===== config.mk =====
export PLATFORM = sky130hd
export DESIGN_NAME = wave_gen_flat
export DESIGN_NICKNAME = d
export VERILOG_FILES = /design/src/rtl/chiptest_pkg.sv /design/src/rtl/wave_gen_if.sv /design/src/rtl/wg_cfg_shadow.sv /design/src/rtl/wave_gen.sv /design/src/flat_wrapper.sv
export SDC_FILE = /design/constraint.sdc
export NUM_CORES = 1
export LEC_CHECK = 0
export ABC_AREA = 1
export CORE_ASPECT_RATIO = 0.75
export CORE_MARGIN = 3
export CORE_UTILIZATION = 56
export CTS_BUF_LIST = sky130_fd_sc_hd__clkbuf_2 sky130_fd_sc_hd__clkbuf_4 sky130_fd_sc_hd__clkbuf_8
export DETAILED_ROUTE_END_ITERATION = 7
export PLACE_DENSITY = 0.9
export SYNTH_ARGS = -nofsm -noshare
export SYNTH_HDL_FRONTEND = slang
export SYNTH_SLANG_ARGS = --single-unit

===== constraint.sdc =====
create_clock -name Clock -period 2.2 [get_ports Clock]
set_input_delay 0.44 -clock Clock [delete_from_list [all_inputs] [get_ports Clock]]
set_output_delay 0.44 -clock Clock [all_outputs]
set_load 0.05 [all_outputs]

===== src/rtl/chiptest_pkg.sv =====
// Shared types and defaults for the chip-test stimulus/measurement blocks.
// Square-wave generator state encoding and sizing live here.
package chiptest_pkg;

  localparam int CNT_W_DEF   = 13;
  localparam int BURST_W_DEF = 8;
  localparam int MIN_PERIOD  = 2;

  typedef enum logic [1:0] {
    IDLE,
    HIGH,
    LOW
  } wg_state_t;

endpackage


===== src/rtl/wave_gen_if.sv =====
// Configuration handshake bundle for wave_gen.
// Master offers period/high/burst, slave answers with cfg_ready.
interface wave_gen_if #(
  parameter int CNT_W   = chiptest_pkg::CNT_W_DEF,
  parameter int BURST_W = chiptest_pkg::BURST_W_DEF
);

  logic               cfg_valid;
  logic               cfg_ready;
  logic [CNT_W-1:0]   cfg_period;
  logic [CNT_W-1:0]   cfg_high;
  logic [BURST_W-1:0] cfg_burst;

  modport master (
    output cfg_valid,
    output cfg_period,
    output cfg_high,
    output cfg_burst,
    input  cfg_ready
  );

  modport slave (
    input  cfg_valid,
    input  cfg_period,
    input  cfg_high,
    input  cfg_burst,
    output cfg_ready
  );

endinterface


===== src/rtl/wg_cfg_shadow.sv =====
// Pending-config shadow for wave_gen: handshake, sanitiser, pend flag.
// The FSM pulses load_i when it copies the shadow into the active set.
module wg_cfg_shadow
  import chiptest_pkg::*;
#(
  parameter int CNT_W   = CNT_W_DEF,
  parameter int BURST_W = BURST_W_DEF
) (
  input  logic               Clock,
  input  logic               nReset,
  wave_gen_if.slave          cfg,
  input  logic               load_i,
  output logic               pend_o,
  output logic [CNT_W-1:0]   p_o,
  output logic [CNT_W-1:0]   h_o,
  output logic [BURST_W-1:0] b_o
);

  logic               pend_q, pend_d;
  logic [CNT_W-1:0]   p_q, p_d;
  logic [CNT_W-1:0]   h_q, h_d;
  logic [BURST_W-1:0] b_q, b_d;
  logic [CNT_W-1:0]   p_san;
  logic [CNT_W-1:0]   h_san;
  logic               xfer;

  assign cfg.cfg_ready = !pend_q;
  assign xfer          = cfg.cfg_valid && !pend_q;

  // Guarantee at least one high and one low cycle per period.
  always_comb begin
    p_san = cfg.cfg_period;
    if (p_san < CNT_W'(MIN_PERIOD)) begin
      p_san = CNT_W'(MIN_PERIOD);
    end
    h_san = cfg.cfg_high;
    if (h_san == '0) begin
      h_san = CNT_W'(1);
    end
    if (h_san >= p_san) begin
      h_san = p_san - CNT_W'(1);
    end
  end

  always_comb begin
    pend_d = pend_q;
    p_d    = p_q;
    h_d    = h_q;
    b_d    = b_q;
    if (xfer) begin
      pend_d = 1'b1;
      p_d    = p_san;
      h_d    = h_san;
      b_d    = cfg.cfg_burst;
    end else if (load_i) begin
      pend_d = 1'b0;
    end
  end

  always_ff @(posedge Clock or negedge nReset) begin
    if (!nReset) begin
      pend_q <= 1'b0;
      p_q    <= '0;
      h_q    <= '0;
      b_q    <= '0;
    end else begin
      pend_q <= pend_d;
      p_q    <= p_d;
      h_q    <= h_d;
      b_q    <= b_d;
    end
  end

  assign pend_o = pend_q;
  assign p_o    = p_q;
  assign h_o    = h_q;
  assign b_o    = b_q;

endmodule


===== src/rtl/wave_gen.sv =====
// Programmable square-wave generator with glitch-free reconfiguration
// at period boundaries and optional burst length.
module wave_gen
  import chiptest_pkg::*;
#(
  parameter int CNT_W   = CNT_W_DEF,
  parameter int BURST_W = BURST_W_DEF
) (
  input  logic      Clock,
  input  logic      nReset,
  wave_gen_if.slave cfg,
  input  logic      enable,
  output logic      out_wave,
  output logic      edge_pulse,
  output logic      busy,
  output logic      done
);

  wg_state_t          state_q, state_d;
  logic [CNT_W-1:0]   ph_q, ph_d;
  logic [BURST_W-1:0] per_q, per_d;
  logic [CNT_W-1:0]   pa_q, ha_q;
  logic [BURST_W-1:0] ba_q;
  logic               loaded_q;
  logic               out_q, edge_q, done_q, busy_q;
  logic               edge_d, done_d;
  logic               load;
  logic               pend;
  logic [CNT_W-1:0]   p_s, h_s;
  logic [BURST_W-1:0] b_s;

  wg_cfg_shadow #(
    .CNT_W   (CNT_W),
    .BURST_W (BURST_W)
  ) u_shadow (
    .Clock  (Clock),
    .nReset (nReset),
    .cfg    (cfg),
    .load_i (load),
    .pend_o (pend),
    .p_o    (p_s),
    .h_o    (h_s),
    .b_o    (b_s)
  );

  always_comb begin
    state_d = state_q;
    ph_d    = ph_q;
    per_d   = per_q;
    load    = 1'b0;
    edge_d  = 1'b0;
    done_d  = 1'b0;
    unique case (state_q)
      IDLE: begin
        load = pend;
        if (enable && loaded_q) begin
          state_d = HIGH;
          ph_d    = '0;
          per_d   = '0;
          edge_d  = 1'b1;
        end
      end
      HIGH: begin
        ph_d = ph_q + CNT_W'(1);
        if (ph_q == ha_q - CNT_W'(1)) begin
          state_d = LOW;
        end
      end
      LOW: begin
        ph_d = ph_q + CNT_W'(1);
        if (ph_q == pa_q - CNT_W'(1)) begin
          per_d = per_q + BURST_W'(1);
          // Burst end and stop request collapse into one done pulse.
          if ((ba_q != '0 && per_d == ba_q) || !enable) begin
            state_d = IDLE;
            done_d  = 1'b1;
          end else begin
            state_d = HIGH;
            ph_d    = '0;
            load    = pend;
            edge_d  = 1'b1;
          end
        end
      end
      default: begin
        state_d = IDLE;
      end
    endcase
  end

  always_ff @(posedge Clock or negedge nReset) begin
    if (!nReset) begin
      state_q  <= IDLE;
      ph_q     <= '0;
      per_q    <= '0;
      out_q    <= 1'b0;
      edge_q   <= 1'b0;
      done_q   <= 1'b0;
      busy_q   <= 1'b0;
    end else begin
      state_q  <= state_d;
      ph_q     <= ph_d;
      per_q    <= per_d;
      out_q    <= (state_d == HIGH);
      edge_q   <= edge_d;
      done_q   <= done_d;
      busy_q   <= (state_d != IDLE);
    end
  end

  always_ff @(posedge Clock or negedge nReset) begin
    if (!nReset) begin
      pa_q     <= '0;
      ha_q     <= '0;
      ba_q     <= '0;
      loaded_q <= 1'b0;
    end else if (load) begin
      pa_q     <= p_s;
      ha_q     <= h_s;
      ba_q     <= b_s;
      loaded_q <= 1'b1;
    end
  end

  assign out_wave   = out_q;
  assign edge_pulse = edge_q;
  assign busy       = busy_q;
  assign done       = done_q;

endmodule


===== src/flat_wrapper.sv =====
// flat-port wrapper written by rule: the top's interface ports become plain ports
module wave_gen_flat import chiptest_pkg::*;
#(
  parameter int CNT_W   = CNT_W_DEF,
  parameter int BURST_W = BURST_W_DEF
)
  (Clock, nReset, enable, out_wave, edge_pulse, busy, done, cfg_cfg_valid, cfg_cfg_period, cfg_cfg_high, cfg_cfg_burst, cfg_cfg_ready);
  wave_gen_if #(.CNT_W(CNT_W), .BURST_W(BURST_W)) cfg_i ();
  input  logic Clock;
  input  logic nReset;
  input  logic enable;
  output logic out_wave;
  output logic edge_pulse;
  output logic busy;
  output logic done;
  input wire logic [$bits(cfg_i.cfg_valid)-1:0] cfg_cfg_valid;
  input wire logic [$bits(cfg_i.cfg_period)-1:0] cfg_cfg_period;
  input wire logic [$bits(cfg_i.cfg_high)-1:0] cfg_cfg_high;
  input wire logic [$bits(cfg_i.cfg_burst)-1:0] cfg_cfg_burst;
  output wire logic [$bits(cfg_i.cfg_ready)-1:0] cfg_cfg_ready;
  assign cfg_i.cfg_valid = cfg_cfg_valid;
  assign cfg_i.cfg_period = cfg_cfg_period;
  assign cfg_i.cfg_high = cfg_cfg_high;
  assign cfg_i.cfg_burst = cfg_cfg_burst;
  assign cfg_cfg_ready = cfg_i.cfg_ready;
  wave_gen #(.CNT_W(CNT_W), .BURST_W(BURST_W)) u_core (.Clock(Clock), .nReset(nReset), .cfg(cfg_i), .enable(enable), .out_wave(out_wave), .edge_pulse(edge_pulse), .busy(busy), .done(done));
endmodule

# After elaboration in Yosys (flattened, before gate mapping)
# Cells that the tools add are included.
[word_totals] ff_bits=97
[classes] mux=27 reduce_logical=15 addsub=5 eq_ne=8 magnitude_cmp=2
[ops] op="$mux 13" n=6
[ops] op="$pmux 13 s3" n=1
[ops] op="$sub 13x1->13 const B" n=3
[ops] op="$eq 13x13->1" n=2
[ops] op="$mux 8" n=2
[ops] op="$pmux 8 s2" n=1
[ops] op="$add 13x1->13 const B" n=1
[ops] op="$ge 13x13->1" n=1
[ops] op="$logic_not 13->1" n=1
[ops] op="$lt 13x2->1 const B" n=1
[ops] op="$mux 1" n=11
[ops] op="$add 8x1->8 const B" n=1
[ops] op="$eq 8x8->1" n=1
[ops] op="$reduce_bool 8->1" n=1
[ops] op="$mux 2" n=3
[ops] op="$pmux 2 s3" n=1
[ops] op="$reduce_bool 2->1" n=3
[ops] op="$eq 2x1->1 const B" n=2
[ops] op="$ne 2x1->1 const B" n=2
[ops] op="$pmux 1 s2" n=2
[ops] op="$logic_and 1x1->1" n=3
[ops] op="$reduce_and 3->1" n=1
[ops] op="$reduce_bool 3->1" n=1
[ops] op="$eq 2x2->1 const B" n=1
[ops] op="other kinds (4)" n=5

# Depth between registers and ports, before layout
[logic_depth] depth_word=9 ltp_mapped=18 mapped_depth_nobuf=18

# Hierarchy
# From an unflattened synthesis, not the netlist that was laid out.
[unflattened] hier_cells=925 hier_area_um2=6437.4
[by_module_without_submodules] mod="wave_gen" seq_area_each_um2=1551.5 cells_per_inst=625 instances=1 area_each_um2=4197.8
[by_module_without_submodules] mod="wg_cfg_shadow" seq_area_each_um2=875.8 cells_per_inst=300 instances=1 area_each_um2=2239.6

# Worst setup path after synthesis
# OpenSTA, ideal clock, no wires.
[synth_path] kind="input port to flip-flop" start="input cfg_cfg_period[6]" end="register u_core.u_shadow.h_q[4], in the netlist u_core.u_shadow.h_o[4]" t_required_ns=2.076 setup_slack_ns=-0.351 cell_stages=15 setup_ns=0.124 arrival_ns=2.427 cell_sequence="nor2_1 > nand2_1 > nor3_1 > nor2_1 > ha_1 > nand2_1 > nor2_1 > a211oi_1 > o21ai_0 > nand3_1 > nand3_1 > clkbuf_1 > nand3_1 > o211ai_1 > nand2_1"
[synth_between] elab_chain_cells=4
[synth_lines] item="from (decl)" line="flat_wrapper.sv:17" text="input wire logic [$bits(cfg_i.cfg_period)-1:0] cfg_cfg_period;"
[synth_lines] item="$lt 13x2->1" line="wg_cfg_shadow.sv:33" text="if (p_san < CNT_W'(MIN_PERIOD)) begin"
[synth_lines] item="$mux 13 (*)" line="wg_cfg_shadow.sv:33"
[synth_lines] item="$sub 13x1->13 or $ge 13x13->1 (tied branches)" line="wg_cfg_shadow.sv:41, wg_cfg_shadow.sv:40"
[synth_lines] item="$mux 13 (*)" line="wg_cfg_shadow.sv:40" text="if (h_san >= p_san) begin"
[synth_lines] item="to (signal assigned)" line="wg_cfg_shadow.sv:64" text="h_q <= '0;"
[synth_lines] item="to (signal assigned)" line="wg_cfg_shadow.sv:69" text="h_q <= h_d;"
[synth_lines] item="to (decl)" line="wg_cfg_shadow.sv:21" text="logic [CNT_W-1:0] h_q, h_d;"
# Mark *: on every way between the ends. The rest lies on a longest branch, timed or not.
# A chain may end at the register's enable or synchronous reset.

# Worst setup path in the final report
[layout_path] start="register u_core.per_q[0]" end="register u_core.pa_q[11]"
[layout_between] elab_chain_cells=7
[layout_lines] item="from (decl)" line="wave_gen.sv:21" text="logic [BURST_W-1:0] per_q, per_d;"
[layout_lines] item="from (signal assigned)" line="wave_gen.sv:103" text="per_q <= per_d;"
[layout_lines] item="$add 8x1->8" line="wave_gen.sv:72" text="per_d = per_q + BURST_W'(1);"
[layout_lines] item="$eq 8x8->1" line="wave_gen.sv:74" text="if ((ba_q != '0 && per_d == ba_q) || !enable) begin"
[layout_lines] item="$logic_and 1x1->1" line="wave_gen.sv:74"
[layout_lines] item="$logic_or 1x1->1" line="wave_gen.sv:74"
[layout_lines] item="$mux 1" line="wave_gen.sv:74"
[layout_lines] item="$mux 1" line="wave_gen.sv:71" text="if (ph_q == pa_q - CNT_W'(1)) begin"
[layout_lines] item="$pmux 1 s2" line="wave_gen.sv:53" text="unique case (state_q)"
[layout_lines] item="to (signal assigned)" line="wave_gen.sv:118" text="pa_q <= p_s;"
[layout_lines] item="to (decl)" line="wave_gen.sv:22" text="logic [CNT_W-1:0] pa_q, ha_q;"
# Every way passes these cells.

==> load_flow_metrics.sql <==
INSERT INTO impl_metrics (metric_group, metric, value, unit) VALUES
('hold_path', 'hp-class', 'in -> async', ''),
('drt', 'drtPass1Iterations', '6', ''),
('floorplanning', 'rows', '32', ''),
('clocking', 'max-clock-path-buffers', '2', ''),
('drt', 'route.antenna.remaining_nets', '0', ''),
('placed_design', 'port_buffers', '42', ''),
('finish', 'fin_nets', '1088', ''),
('yosys', 'seq_area_frac_synth', '39.1', '%'),
('drt', 'post-route-drc-count', '0', ''),
('yosys', 'combined_area_of_all_synthesized_cells', '6210', 'µm²'),
('clocking', 'cts_made_buffers', '9', ''),
('global_route', 'largest_net_degree_at_the_start_of_global_routing', '46', ''),
('sta', 'finalCriticalPeriod', '2.31', 'ns'),
('yosys', 'synth_largest_area_cell', 'sky130_fd_sc_hd__dfrtp_1', ''),
('placed_design', 'gpl.final_weighted_congestion', '0.889', ''),
('sta', 'report.final.hold_viol_count', '0', ''),
('critical_path', 'crit_family', 'simple AND/OR/NAND/NOR gates', ''),
('drt', 'via_count', '6676', ''),
('sta', 'skew', '0.0198', 'ns'),
('drt', 'drt_first_iter_violations', '691', ''),
('drt', 'detail_route.wl_per_cell', '16.6', 'µm'),
('yosys', 'yosys.cell_types.count', '39', ''),
('finish', 'n_fill_cell', '636', ''),
('power', 'power.static_leakage', '0.00429', 'µW'),
('finish', 'drive_gt1_share', '29.7', '%'),
('global_route', 'grt.overflow.total', '0', ''),
('power', 'total_power', '9460', 'µW'),
('floorplanning', 'effective_utilization_at_floorplan', '59.0', '%'),
('finish', 'regArea', '2430', 'µm²'),
('yosys', 'post_synth.cell_area_avg', '7.05', 'µm²'),
('global_route', 'grt_antenna_before_repair', '0', ''),
('outcome', 'status', 'finished with violations', ''),
('clocking', 'clkSinkCount', '97', ''),
('sta', 'least_setup_slack_across_all_paths_after_layout', '-0.108', 'ns'),
('critical_path', 'crit_path_max_fanout', '6', ''),
('floorplanning', 'io_pins', '43', ''),
('placed_design', 'placed_wire_length_estimate', '12100', 'µm'),
('sta', 'fin_crit_sh', '105', '%'),
('outcome', 'failed_checks', 'setup timing', ''),
('sta', 'max_slew_violations', '0', ''),
('power', 'pd_cells', '1120', 'nW/µm²'),
('critical_path', 'required', '2.48', 'ns'),
('flow_run', 'maxCapViolations', '0', ''),
('clocking', 'cts-htree-levels', '3', ''),
('power', 'peakVddDrop', '0.592', 'mV'),
('sta', 'timing_worst_slew_pin_value', '0.609', 'ns'),
('critical_path', 'timing.critical_path.cells', 'ha_4, nand2_2, inv_2, nand3_2, inv_1, nand2_1, nand3_1, nand2_1, nor2_1, nand3_1, nand2_2, nor2_4, nand3_4, nand2_8, buf_12, nand2_4, nand2_1', ''),
('clocking', 'tritoncts_clock_tree', 'done', ''),
('finish', 'layout.cells.most_common', 'sky130_fd_sc_hd__nand2_1', ''),
('drt', 'finalWirelength', '19400', 'µm'),
('floorplanning', 'core-area', '10500', 'µm²'),
('critical_path', 'cp_common_cell', 'sky130_fd_sc_hd__nand2_1', ''),
('clocking', 'insertion_delay', '0.39', 'ns'),
('sta', 'final-setup-viol-count', '57', ''),
('finish', 'multi_input_combinational_cell_area', '3830', 'µm²'),
('finish', 'antenna-diode-count', '0', ''),
('yosys', 'yosys_warnings', '0', ''),
('finish', 'layout_common_cells', 'sky130_fd_sc_hd__nand2_1, sky130_fd_sc_hd__buf_4, sky130_fd_sc_hd__dfrtp_1', ''),
('floorplanning', 'die_outline_width', '128', 'µm'),
('critical_path', 'crit_arrival', '2.59', 'ns'),
('finish', 'areaGrowthSynthToFinish', '36.4', '%'),
('critical_path', 'category_of_the_most_critical_setup_path', 'reg -> reg', ''),
('sta', 'holdWs', '0.00682', 'ns'),
('drt', 'viasPerCell', '5.72', ''),
('floorplanning', 'dieHeight', '97.2', 'µm'),
('yosys', 'synth.top_cells.by_area', 'sky130_fd_sc_hd__dfrtp_1, sky130_fd_sc_hd__nand2_1, sky130_fd_sc_hd__nand3_1, sky130_fd_sc_hd__inv_1, sky130_fd_sc_hd__nor2_1', ''),
('clocking', 'cts.root.buffer_cell', 'sky130_fd_sc_hd__clkbuf_8', ''),
('critical_path', 'start_kind', 'flip-flop', ''),
('sta', 'worst_slew_margin_rel', '59.4', '%'),
('yosys', 'synthesis.nets', '943', ''),
('sta', 'rsz0062_at_grt', 'yes', '');
==> routing by layer <==
| layer | global-route usage, % | part of all wire (%) |
|---|---|---|
| met2 | 45.2 | 49 |
| met1 | 38.3 | 41 |
| met4 | 6.04 | 2.4 |
| met5 | 0 | 0 |
| met3 | 4.73 | 8.0 |
==> path summary, 6_finish.rpt <==
kind	start	endpoint	slack [ns]	cells past startpoint
min in group Clock	cfg_cfg_high[2]	u_core.u_shadow.h_o[2]	0.47	4
hold reg to reg	u_core.u_shadow.h_o[8]	u_core.ha_q[8]	0.48	2
setup / recovery	u_core.per_q[0]	u_core.pa_q[11]	-0.11	17
setup reg to reg	u_core.per_q[0]	u_core.pa_q[11]	-0.11	17
hold / removal	nReset	u_core.ph_q[2]	0.007	1
max in group asynchronous	nReset	u_core.out_wave	1.57	2
==> synthesized netlist by cell type (all sizes together) <==
| cell | count |
|---|---|
| o211ai | 3 |
| a41oi | 1 |
| a21boi | 1 |
| xnor2 | 15 |
| or2 | 1 |
| buf | 9 |
| a211oi | 1 |
| xor2 | 19 |
| o21ai | 56 |
| o21bai | 2 |
| nor2 | 84 |
| and2 | 1 |
| dfrtp | 97 |
| ha | 23 |
| a31oi | 3 |
| nor4 | 2 |
| clkbuf | 26 |
| nand2 | 312 |
| and3 | 1 |
| a21oi | 15 |
| xnor3 | 1 |
| inv | 94 |
| o21a | 1 |
| nand3b | 9 |
| nand4 | 10 |
| nor3 | 9 |
| nand3 | 86 |
==> through the flow <==
stage | utilization (%) | std cells | setup WS [ns] | TNS (ns) | cell area (µm²)
after floorplan | - | 882 | -0.0169 | -0.0338 | 6270
after global placement | 70.6 | 1116 | -0.594 | -7.49 | 7440
after detailed placement | 70.6 | 1116 | -0.752 | -11.16 | 7440
after CTS | 74.9 | 1150 | -0.00878 | -0.00981 | 7890
after global routing | 80.5 | 1168 | -0.252 | -11.74 | 8480
final | 80.5 | 1168 | -0.108 | -3.19 | 8480
==> timing repair <==
item,CTS,global route
buffers inserted,17,17
resized for setup,88,153
pin swaps,33,59
setup endpoints to repair,73,76
gates cloned,1,2
==> state kept, by name, indices dropped and copies added, names as in the netlist <==
name and flops:
u_core.busy 1, u_core.loaded_q 1, u_core.u_shadow.h_o 13, u_core.per_q 8, u_core.edge_pulse 1, u_core.u_shadow.b_o 8, u_core.out_wave 1, u_core.ph_q 13
u_core.u_shadow.pend_o 1, u_core.ba_q 8, u_core.state_q 2, u_core.u_shadow.p_o 13, u_core.ha_q 13, u_core.pa_q 13, u_core.done 1
==> final cells by class <==
class                      instances  area share (%)
clock buffer                       9            1.46
multi-input combinational        656            45.2
inverter                          94            4.22
sequential                        97            28.7
timing repair buffer             169            17.5
tap                              136            2.01
clock inverter                     7           0.945
==> where the power goes <==
group	total (µW)	switching, µW	internal, µW
clock	1190	734	452
sequential	3120	689	2430
combinational	5150	3020	2140
==> cell families (layout without fill, tap and decap cells) <==
logic type | count (synthesis) | count (layout) | synth area share, %
xor+xnor | 35 | 35 | 5.15
compound gates | 83 | 83 | 7.81
buf+inv | 129 | 279 | 8.38
fa+ha+maj | 23 | 23 | 4.63
flops | 97 | 97 | 39.1
simple gates | 515 | 515 | 35.0
Power figures use the tool's default switching activity.
